[config.mk]
export PLATFORM = sky130hd
export DESIGN_NAME = alu_exec_ctrl_flat
export DESIGN_NICKNAME = d
export VERILOG_FILES = /design/src/rtl/alu_exec_ctrl_if.sv /design/src/rtl/alu_exec_ctrl.sv /design/src/flat_wrapper.sv
export SDC_FILE = /design/constraint.sdc
export NUM_CORES = 1
export LEC_CHECK = 0
export CORE_MARGIN = 10
export CORE_UTILIZATION = 43
export DETAILED_ROUTE_END_ITERATION = 10
export PLACE_DENSITY = 0.87
export SLEW_MARGIN = 20
export SYNTH_ARGS = -nofsm -noshare
export SYNTH_HDL_FRONTEND = slang
export SYNTH_SLANG_ARGS = --single-unit
[constraint.sdc]
create_clock -name clk -period 1.7 [get_ports clk]
set_input_delay 0.17 -clock clk [delete_from_list [all_inputs] [get_ports clk]]
set_output_delay 0.17 -clock clk [all_outputs]
set_load 0.05 [all_outputs]
[src/rtl/alu_exec_ctrl_if.sv]
// Instruction handshake between the decoder (master) and alu_exec_ctrl (slave).
// The decoder holds the fields stable while instr_valid is high.
interface alu_exec_ctrl_if #(
  parameter int FADDR_W = 7,
  parameter int DATA_W  = 8
);
  logic               instr_valid;
  logic               instr_ready;
  logic [3:0]         instr_op;
  logic               instr_d;
  logic [FADDR_W-1:0] instr_f;
  logic [DATA_W-1:0]  instr_k;

  modport master (output instr_valid, instr_op, instr_d, instr_f, instr_k,
                  input  instr_ready);
  modport slave  (input  instr_valid, instr_op, instr_d, instr_f, instr_k,
                  output instr_ready);
endinterface

[src/rtl/alu_exec_ctrl.sv]
// ALU8 execution sequencer: one operation per accepted instruction, owns W and STATUS C/DC/Z.
// Define ALU_CTRL_LITERAL_EN to enable MOVLW (14) / ADDLW (15); otherwise they report illegal.
//
// state  | meaning
// S_IDLE | ready for an instruction, latch fields on instr_valid
// S_READ | file read strobe out, data returns next cycle
// S_EXEC | ALU driven from file data (or literal) and W, result/flags captured
// S_WB   | file write strobe, done/illegal pulse, W and STATUS commit at exit
module alu_exec_ctrl #(
  parameter int FADDR_W = 7,
  parameter int DATA_W  = 8
) (
  input  logic               clk,
  input  logic               rst,
  alu_exec_ctrl_if.slave     instr,
  output logic               f_rd_en,
  output logic [FADDR_W-1:0] f_rd_addr,
  input  logic [DATA_W-1:0]  f_rd_data,
  output logic               f_wr_en,
  output logic [FADDR_W-1:0] f_wr_addr,
  output logic [DATA_W-1:0]  f_wr_data,
  output logic               alu_clr,
  output logic               alu_swap_n_mov,
  output logic               alu_rlf_n_rrf,
  output logic               alu_sub,
  output logic               alu_c_in,
  output logic [1:0]         alu_op_mux_l,
  output logic [1:0]         alu_op_mux_a,
  output logic [1:0]         alu_out_mux,
  output logic [DATA_W-1:0]  alu_op_a,
  output logic [DATA_W-1:0]  alu_op_b,
  input  logic [DATA_W-1:0]  alu_result,
  input  logic               alu_c,
  input  logic               alu_dc,
  input  logic               alu_z,
  output logic [DATA_W-1:0]  w_reg,
  output logic               status_c,
  output logic               status_dc,
  output logic               status_z,
  output logic               done,
  output logic               illegal
);

  localparam logic [3:0] OP_ADDWF = 4'd0;
  localparam logic [3:0] OP_SUBWF = 4'd1;
  localparam logic [3:0] OP_INCF  = 4'd2;
  localparam logic [3:0] OP_DECF  = 4'd3;
  localparam logic [3:0] OP_IORWF = 4'd4;
  localparam logic [3:0] OP_ANDWF = 4'd5;
  localparam logic [3:0] OP_XORWF = 4'd6;
  localparam logic [3:0] OP_COMF  = 4'd7;
  localparam logic [3:0] OP_MOVF  = 4'd8;
  localparam logic [3:0] OP_SWAPF = 4'd9;
  localparam logic [3:0] OP_RLF   = 4'd10;
  localparam logic [3:0] OP_RRF   = 4'd11;
  localparam logic [3:0] OP_CLRF  = 4'd12;
  localparam logic [3:0] OP_MOVWF = 4'd13;
`ifdef ALU_CTRL_LITERAL_EN
  localparam logic [3:0] OP_MOVLW = 4'd14;
`endif

  typedef enum logic [1:0] {S_IDLE, S_READ, S_EXEC, S_WB} state_t;

  state_t              state;
  logic [3:0]          op_q;
  logic                d_q;
  logic [FADDR_W-1:0]  f_q;
  logic [DATA_W-1:0]   k_q;
  logic [DATA_W-1:0]  res_q;
  logic                c_q, dc_q, z_q;

  logic                n_clr, n_swap, n_rlf, n_sub, n_cin;
  logic [1:0]          n_mux_l, n_mux_a, n_out_mux;
  logic                upd_c, upd_dc, upd_z;
  logic                to_file, to_w, lit_op, bad_op;

  always_comb begin
    n_clr     = 1'b0;
    n_swap    = 1'b0;
    n_rlf     = 1'b0;
    n_sub     = 1'b0;
    n_cin     = 1'b0;
    n_mux_l   = 2'd0;
    n_mux_a   = 2'd0;
    n_out_mux = 2'd0;
    upd_c     = 1'b0;
    upd_dc    = 1'b0;
    upd_z     = 1'b0;
    to_file   = d_q;
    to_w      = ~d_q;
    lit_op    = 1'b0;
    bad_op    = 1'b0;
    case (op_q)
      OP_ADDWF: begin upd_c = 1'b1; upd_dc = 1'b1; upd_z = 1'b1; end
      OP_SUBWF: begin
        n_mux_a = 2'd1; n_sub = 1'b1;
        upd_c = 1'b1; upd_dc = 1'b1; upd_z = 1'b1;
      end
      OP_INCF:  begin n_mux_a = 2'd2; upd_z = 1'b1; end
      OP_DECF:  begin n_mux_a = 2'd3; n_sub = 1'b1; upd_z = 1'b1; end
      OP_IORWF: begin n_out_mux = 2'd1; n_mux_l = 2'd0; upd_z = 1'b1; end
      OP_ANDWF: begin n_out_mux = 2'd1; n_mux_l = 2'd1; upd_z = 1'b1; end
      OP_XORWF: begin n_out_mux = 2'd1; n_mux_l = 2'd2; upd_z = 1'b1; end
      OP_COMF:  begin n_out_mux = 2'd1; n_mux_l = 2'd3; upd_z = 1'b1; end
      OP_MOVF:  begin n_out_mux = 2'd3; upd_z = 1'b1; end
      OP_SWAPF: begin n_out_mux = 2'd3; n_swap = 1'b1; end
      OP_RLF:   begin n_out_mux = 2'd2; n_rlf = 1'b1; n_cin = status_c; upd_c = 1'b1; end
      OP_RRF:   begin n_out_mux = 2'd2; n_cin = status_c; upd_c = 1'b1; end
      OP_CLRF:  begin n_clr = 1'b1; upd_z = 1'b1; to_file = 1'b1; to_w = 1'b0; end
      OP_MOVWF: begin to_file = 1'b1; to_w = 1'b0; end
      default: begin
`ifdef ALU_CTRL_LITERAL_EN
        lit_op  = 1'b1;
        to_file = 1'b0;
        to_w    = 1'b1;
        if (op_q == OP_MOVLW) n_out_mux = 2'd3;
        else begin upd_c = 1'b1; upd_dc = 1'b1; upd_z = 1'b1; end
`else
        bad_op  = 1'b1;
        to_file = 1'b0;
        to_w    = 1'b0;
`endif
      end
    endcase
  end

  // File data only exists during EXEC, so operands are steered combinationally.
  assign alu_op_a          = (state == S_EXEC) ? (lit_op ? k_q : f_rd_data) : '0;
  assign alu_op_b          = (state == S_EXEC) ? w_reg : '0;
  assign instr.instr_ready = (state == S_IDLE);

  always_ff @(posedge clk) begin
    if (rst) begin
      state          <= S_IDLE;
      op_q           <= '0;
      d_q            <= 1'b0;
      f_q            <= '0;
      k_q            <= '0;
      res_q          <= '0;
      c_q            <= 1'b0;
      dc_q           <= 1'b0;
      z_q            <= 1'b0;
      w_reg          <= '0;
      status_c       <= 1'b0;
      status_dc      <= 1'b0;
      status_z       <= 1'b0;
      f_rd_en        <= 1'b0;
      f_rd_addr      <= '0;
      f_wr_en        <= 1'b0;
      f_wr_addr      <= '0;
      f_wr_data      <= '0;
      done           <= 1'b0;
      illegal        <= 1'b0;
      alu_clr        <= 1'b0;
      alu_swap_n_mov <= 1'b0;
      alu_rlf_n_rrf  <= 1'b0;
      alu_sub        <= 1'b0;
      alu_c_in       <= 1'b0;
      alu_op_mux_l   <= 2'd0;
      alu_op_mux_a   <= 2'd0;
      alu_out_mux    <= 2'd0;
    end else begin
      f_rd_en <= 1'b0;
      f_wr_en <= 1'b0;
      done    <= 1'b0;
      illegal <= 1'b0;
      case (state)
        S_IDLE: begin
          if (instr.instr_valid) begin
            op_q      <= instr.instr_op;
            d_q       <= instr.instr_d;
            f_q       <= instr.instr_f;
            k_q       <= instr.instr_k;
            f_rd_en   <= 1'b1;
            f_rd_addr <= instr.instr_f;
            state     <= S_READ;
          end
        end
        S_READ: begin
          alu_clr        <= n_clr;
          alu_swap_n_mov <= n_swap;
          alu_rlf_n_rrf  <= n_rlf;
          alu_sub        <= n_sub;
          alu_c_in       <= n_cin;
          alu_op_mux_l   <= n_mux_l;
          alu_op_mux_a   <= n_mux_a;
          alu_out_mux    <= n_out_mux;
          state          <= S_EXEC;
        end
        S_EXEC: begin
          res_q          <= alu_result;
          c_q            <= alu_c;
          dc_q           <= alu_dc;
          z_q            <= (op_q == OP_CLRF) ? 1'b1 : alu_z;
          f_wr_en        <= to_file;
          f_wr_addr      <= f_q;
          f_wr_data      <= (op_q == OP_MOVWF) ? w_reg : alu_result;
          done           <= 1'b1;
          illegal        <= bad_op;
          alu_clr        <= 1'b0;
          alu_swap_n_mov <= 1'b0;
          alu_rlf_n_rrf  <= 1'b0;
          alu_sub        <= 1'b0;
          alu_c_in       <= 1'b0;
          alu_op_mux_l   <= 2'd0;
          alu_op_mux_a   <= 2'd0;
          alu_out_mux    <= 2'd0;
          state          <= S_WB;
        end
        S_WB: begin
          if (to_w)   w_reg     <= res_q;
          if (upd_c)  status_c  <= c_q;
          if (upd_dc) status_dc <= dc_q;
          if (upd_z)  status_z  <= z_q;
          state <= S_IDLE;
        end
        default: state <= S_IDLE;
      endcase
    end
  end

endmodule
[src/flat_wrapper.sv]
// flat-port wrapper written by rule: the top's interface ports become plain ports
module alu_exec_ctrl_flat 
#(
  parameter int FADDR_W = 7,
  parameter int DATA_W  = 8
)
  (clk, rst, f_rd_en, f_rd_addr, f_rd_data, f_wr_en, f_wr_addr, f_wr_data, alu_clr, alu_swap_n_mov, alu_rlf_n_rrf, alu_sub, alu_c_in, alu_op_mux_l, alu_op_mux_a, alu_out_mux, alu_op_a, alu_op_b, alu_result, alu_c, alu_dc, alu_z, w_reg, status_c, status_dc, status_z, done, illegal, instr_instr_valid, instr_instr_op, instr_instr_d, instr_instr_f, instr_instr_k, instr_instr_ready);
  alu_exec_ctrl_if #(.FADDR_W(FADDR_W), .DATA_W(DATA_W)) instr_i ();
  input  logic clk;
  input  logic rst;
  output logic f_rd_en;
  output logic [FADDR_W-1:0] f_rd_addr;
  input  logic [DATA_W-1:0] f_rd_data;
  output logic f_wr_en;
  output logic [FADDR_W-1:0] f_wr_addr;
  output logic [DATA_W-1:0] f_wr_data;
  output logic alu_clr;
  output logic alu_swap_n_mov;
  output logic alu_rlf_n_rrf;
  output logic alu_sub;
  output logic alu_c_in;
  output logic [1:0] alu_op_mux_l;
  output logic [1:0] alu_op_mux_a;
  output logic [1:0] alu_out_mux;
  output logic [DATA_W-1:0] alu_op_a;
  output logic [DATA_W-1:0] alu_op_b;
  input  logic [DATA_W-1:0] alu_result;
  input  logic alu_c;
  input  logic alu_dc;
  input  logic alu_z;
  output logic [DATA_W-1:0] w_reg;
  output logic status_c;
  output logic status_dc;
  output logic status_z;
  output logic done;
  output logic illegal;
  input wire logic [$bits(instr_i.instr_valid)-1:0] instr_instr_valid;
  input wire logic [$bits(instr_i.instr_op)-1:0] instr_instr_op;
  input wire logic [$bits(instr_i.instr_d)-1:0] instr_instr_d;
  input wire logic [$bits(instr_i.instr_f)-1:0] instr_instr_f;
  input wire logic [$bits(instr_i.instr_k)-1:0] instr_instr_k;
  output wire logic [$bits(instr_i.instr_ready)-1:0] instr_instr_ready;
  assign instr_i.instr_valid = instr_instr_valid;
  assign instr_i.instr_op = instr_instr_op;
  assign instr_i.instr_d = instr_instr_d;
  assign instr_i.instr_f = instr_instr_f;
  assign instr_i.instr_k = instr_instr_k;
  assign instr_instr_ready = instr_i.instr_ready;
  alu_exec_ctrl #(.FADDR_W(FADDR_W), .DATA_W(DATA_W)) u_core (.clk(clk), .rst(rst), .instr(instr_i), .f_rd_en(f_rd_en), .f_rd_addr(f_rd_addr), .f_rd_data(f_rd_data), .f_wr_en(f_wr_en), .f_wr_addr(f_wr_addr), .f_wr_data(f_wr_data), .alu_clr(alu_clr), .alu_swap_n_mov(alu_swap_n_mov), .alu_rlf_n_rrf(alu_rlf_n_rrf), .alu_sub(alu_sub), .alu_c_in(alu_c_in), .alu_op_mux_l(alu_op_mux_l), .alu_op_mux_a(alu_op_mux_a), .alu_out_mux(alu_out_mux), .alu_op_a(alu_op_a), .alu_op_b(alu_op_b), .alu_result(alu_result), .alu_c(alu_c), .alu_dc(alu_dc), .alu_z(alu_z), .w_reg(w_reg), .status_c(status_c), .status_dc(status_dc), .status_z(status_z), .done(done), .illegal(illegal));
endmodule
* Word-level counts from Yosys, hierarchy flattened
Index checks and enable logic that the tools add are counted.
** Word-level totals
- Bits in registers :: 66
- Bits in latches :: 0
- Bits in writable memories :: 0
- ROM bits :: 0
- Input bits :: 42
- Memories :: 0
** Operators by class
- Add/subtract/negate cells :: 0
- Multipliers :: 0
- Div/mod/pow operators :: 0
- Magnitude comparators :: 0
- Equality and inequality tests :: 17
- Shifts and indexed selects :: 0
- Muxes and demuxes :: 30
- Bitwise logic cells :: 3
- Reduce and logical (&&, ||, !) cells :: 20
** Operators by type and width (count)
- $eq 4x4->1 const B :: 6
- $mux 8 :: 3
- $pmux 2 s3 :: 3
- $eq 4x3->1 const B :: 4
- $reduce_or 14->1 :: 1
- $reduce_or 2->1 :: 7
- $mux 1 :: 13
- $pmux 1 s2 :: 6
- $pmux 2 s2 :: 3
- $reduce_or 12->1 :: 1
- $reduce_and 2->1 :: 5
- $reduce_or 10->1 :: 1
- $eq 4x2->1 const B :: 2
- $pmux 2 s4 :: 1
- $reduce_or 4->1 :: 2
- $eq 2x2->1 const B :: 2
- $eq 4x1->1 const B :: 1
- $logic_not 4->1 :: 1
- $not 1->1 :: 3
- $eq 2x1->1 const B :: 1
- $logic_not 2->1 :: 1
- $mux 2 :: 1
- $ne 2x2->1 const B :: 1
- $reduce_bool 2->1 :: 1

* Longest topological paths before layout
- Word-level depth :: 4
- Mapped depth :: 6

* Least setup slack after synthesis
OpenSTA, ideal clock, no wires.
- Path type :: reg-to-reg
- Start point :: reg u_core.state[0]
- End point :: reg u_core.f_q[0]
- Setup time :: 0.132 ns
- Data arrival time :: 1.449 ns
- Required time :: 1.568 ns
- Slack :: 0.119 ns
- Cell stages (with the launch flop) :: 7
- Buffers on the path :: 1
- Path through :: dfxtp_1 -> inv_1 -> ha_1 -> nand2_1 -> clkbuf_1 -> nand2_1 -> a21oi_1
** Between the ends
- Word-level cells in the longest chain between the ends :: 2
** RTL lines
- start, declared :: line alu_exec_ctrl.sv:64 : state_t state;
- start signal, assigned :: line alu_exec_ctrl.sv:134 : state <= S_IDLE;
- start signal, assigned :: line alu_exec_ctrl.sv:176 : state <= S_READ;
- start signal, assigned :: line alu_exec_ctrl.sv:188 : state <= S_EXEC;
- $logic_not 2->1
- net instr_instr_ready :: line flat_wrapper.sv:42 : output wire logic [$bits(instr_i.instr_ready)-1:0] instr_instr_ready;
- $reduce_and 2->1 (no line)
- end signal, assigned :: line alu_exec_ctrl.sv:172 : f_q <= instr.instr_f;
- end, declared :: line alu_exec_ctrl.sv:67 : logic [FADDR_W-1:0] f_q;
The timed path passes the listed nets, and every way through them passes these cells.
A chain may end at the register's enable or synchronous reset.

* Worst setup path in the final report
- Start point :: reg u_core.f_wr_addr[4]
- End point :: out f_wr_addr[4]
** RTL lines
- start, declared :: line alu_exec_ctrl.sv:20 : output logic [FADDR_W-1:0] f_wr_addr,
- start signal, assigned :: line alu_exec_ctrl.sv:196 : f_wr_addr <= f_q;
- end, declared :: line flat_wrapper.sv:15 : output logic [FADDR_W-1:0] f_wr_addr;
No word-level cell between the ends.

==> flow_summary.rst <==
.. list-table::
   :header-rows: 1

   * - Metric
     - Value
   * - Result of the run
     - completed
   * - Final TNS setup
     - 0 ps
   * - Final cycle utilization of the critical path
     - 97.7%
   * - Boundary pin count
     - 107
   * - Chip Width
     - 99.5 um
   * - Endpoint arrival time on the critical path
     - 1490 ps
   * - Maximum single-stage delay on the critical path
     - 830 ps
   * - Global-route track usage on met3
     - 5.81%
   * - Worst reg2reg endpoint
     - u_core.alu_out_mux[0]
   * - Finished Cell Area
     - 0.00411 mm^2
   * - Number of search-and-repair iterations in the first detailed-routing pass
     - 4
   * - Post-route worst hold slack
     - 226 ps
   * - Biggest fanout along the worst timing path
     - 2
   * - Library cell with the largest summed area after synthesis
     - sky130_fd_sc_hd__dfxtp_1
   * - Maximum level of the CTS H-tree
     - 3
   * - Wire length of the first global-routing pass
     - 12600 um
   * - Leakage power of the design
     - 1.66 nW
   * - Source-to-sink clock delay at the later pin of the worst-skew pair
     - 330 ps
   * - Buf+Inv Stages, Crit Path
     - 1
   * - Share of total power in combinational logic
     - 48.2%
   * - Source of the worst hold timing path
     - rst
   * - Ordered cell list for the critical path
     - clkdlybuf4s50_1
   * - Clk buf depth
     - 2
   * - Row cnt
     - 28
   * - Number of cell instances on the worst register-to-register path
     - 5
   * - Detailed-route DRC error count
     - 0
   * - Overall power
     - 5.82 mW
   * - Met2 Use GR
     - 27.0%
   * - Number of CTS-inserted buffers
     - 9
   * - Mean Syn Cell Area
     - 8.91 um^2
   * - Sequential share of the synthesized area
     - 48.6%
   * - Source of the critical timing path
     - u_core.f_wr_addr[4]
   * - Critical Path Start Type
     - flop
   * - Core area
     - 0.00603 mm^2
   * - Global route overflow
     - 0
   * - Source of the worst register-to-register timing path
     - u_core.state[1]
   * - Number of cells on the critical path
     - 1
   * - Clock tree from TritonCTS
     - yes
   * - Clock Sink Count
     - 66
   * - Total global-route track usage
     - 15.6%
   * - Sw frac
     - 40.9%
   * - Async S/R FF share, synth
     - 0%
   * - Area of the mapped netlist
     - 0.00272 mm^2
   * - Synth Register Bits
     - 66
   * - Critical Path Sink
     - f_wr_addr[4]
   * - Number of buffers added on ports
     - 98
   * - Final net count
     - 447
   * - Die area
     - 0.00990 mm^2
   * - Largest clock skew in the final design
     - 3.99 ps
   * - Placed wire-length estimate after detailed placement
     - 5770 um
   * - Routed wire length
     - 7770 um
   * - Family with the most delay on the worst path
     - buffers and inverters
   * - Top-area cell type share of the netlist area
     - 48.6%
   * - Initial standard-cell utilization of the core
     - 45.1%
   * - CTS Root Cell
     - sky130_fd_sc_hd__clkbuf_8
   * - Vias in the first global route
     - 2439
   * - Count of warnings emitted by yosys
     - 0
   * - Clock share of power
     - 17.7%
   * - Layout cell share with drive strength beyond 1
     - 17.1%
   * - Number of cells in the design after placement
     - 463
   * - Type of destination of the critical path
     - primary output
   * - Clock slew seen by the registers of the worst setup and hold paths
     - 60 ps
   * - Maximum number of pins on one net before global-route repair
     - 33
   * - Slowest cell on the critical path
     - sky130_fd_sc_hd__clkdlybuf4s50_1
   * - Post-placement setup slack
     - 189 ps
   * - Number of enable-type register cells in the synthesized netlist
     - 0
   * - Final Max Slew Viols
     - 0
   * - Vias per cell
     - 5.15
   * - Initial drt markers
     - 111
   * - Layer with the highest usage after global routing
     - met2
   * - Commonest cells after routing, fill and taps aside
     - sky130_fd_sc_hd__dfxtp_1 (66), sky130_fd_sc_hd__clkdlybuf4s50_1 (59), sky130_fd_sc_hd__nand2_1 (47)
   * - Total setup violations reported at the end of the flow
     - 0
   * - Final non-filler cell total
     - 479
   * - Hold violation count in the final report
     - 0
   * - Startpoint-to-endpoint class of the critical path
     - flop to primary output
   * - Final cell utilization of the core
     - 68.2%
   * - PnR worst setup slack
     - 38.4 ps
   * - Synth unique cells
     - 30
   * - Pint
     - 3.44 mW
   * - Synthesized instance count
     - 305
   * - Number of violations of the max-capacitance limit
     - 0
   * - Net count of the mapped netlist
     - 350
   * - Biggest area contributors in the synthesized netlist
     - sky130_fd_sc_hd__dfxtp_1 (49%), sky130_fd_sc_hd__mux2i_1 (7.0%), sky130_fd_sc_hd__nand2_1 (6.5%)
   * - M1 GR Usage
     - 17.3%
   * - Area growth syn-to-layout
     - 51.1%
   * - Shortest period the worst path allows
     - 1660 ps
   * - Peak ir drop on the vdd network
     - 0.00102 V
   * - Required time at the endpoint of the critical path
     - 1530 ps
   * - Flop pwr share
     - 34.1%
   * - Antenna-violating nets left
     - 0
   * - Final RePlAce weighted congestion
     - 0.763
   * - Unrepaired setup endpoints after global routing
     - no
   * - Maximum clock rate
     - 602 MHz
   * - DR vias
     - 2468
   * - Wire length per cell
     - 16.2 um
   * - Most common flop cell mapped by yosys
     - sky130_fd_sc_hd__dfxtp_1
   * - Net switching power figure
     - 2.38 mW
   * - Slew at the pin closest to its max-slew limit
     - 524 ps
   * - Antenna violations before repair
     - 0
   * - Most frequent standard cell in the layout excluding fill and tap cells
     - sky130_fd_sc_hd__dfxtp_1
   * - Slack of the worst reg-to-reg path
     - 130 ps
   * - Die H
     - 99.5 um
   * - Power per cell area
     - 1420 mW/mm^2
   * - Tightest Hold Check Type
     - input port to flop
   * - ANT cells
     - 0
   * - Relative slew slack
     - 65.0%
   * - Instance area at placement
     - 0.00389 mm^2
==> layer usage <==
metal  share of wire [%]  wire length [um]
met5                   0                 0
met2                  51              3950
met1                  40              3130
met3                 7.6               591
met4                 1.3               104
==> synth_stat cells (all sizes together), types with 6 or more instances <==
| master | count |
|---|---|
| a311oi | 8 |
| o21ai | 10 |
| and2 | 18 |
| inv | 6 |
| buf | 14 |
| nor2 | 42 |
| dfxtp | 66 |
| a21oi | 27 |
| clkbuf | 9 |
| nand2 | 47 |
| mux2i | 19 |
| nand3 | 10 |
==> cells by family (layout without fill, tap and decap cells) <==
family	count (synthesis)	count (layout)	synth area share (%)
simple gates	132	132	23.1
buf+inv	29	128	5.11
compound gates	55	55	14.5
mux	19	19	6.99
flops	66	66	48.6
fa+ha+maj	3	3	1.38
xor+xnor	1	1	0.322
==> layout make-up <==
class | instances | area, um^2
inverter | 6 | 22.5
timing repair buffer | 109 | 1260
clock inverter | 1 | 5.00
multi-input combinational | 210 | 1270
sequential | 66 | 1320
clock buffer | 12 | 135
tap | 75 | 93.8
fill | 431 | 1920
==> worst min path at each step <==
stage / to / slack (ps) / cells past startpoint
final: u_core.c_q / 230 / 2
after global routing: u_core.c_q / 250 / 2
after CTS: u_core.c_q / 220 / 2
after detailed placement: u_core.alu_rlf_n_rrf / 450 / 2
after global placement: u_core.alu_rlf_n_rrf / 450 / 2
after floorplan: u_core.op_q[0] / 310 / 2
==> timing repair <==
action	in CTS	in global routing
buffers inserted	0	2
endpoints found under the hold margin	0	0
hold buffers	0	0
pin swaps	0	0
setup endpoints to repair	16	11
gates resized for setup	1	8
cloned	1	0
==> power by group through the flow <==
stage / registers [mW] / logic, mW / clock network, mW
after detailed placement: 2.01 / 2.69 / 0
final: 1.99 / 2.81 / 1.03
after CTS: 1.98 / 2.80 / 1.04
after floorplan: 2.49 / 1.30 / 0
after global routing: 2.01 / 3.00 / 1.11
after global placement: 1.99 / 2.62 / 0
Note: power is estimated with default switching activity, not from simulation.
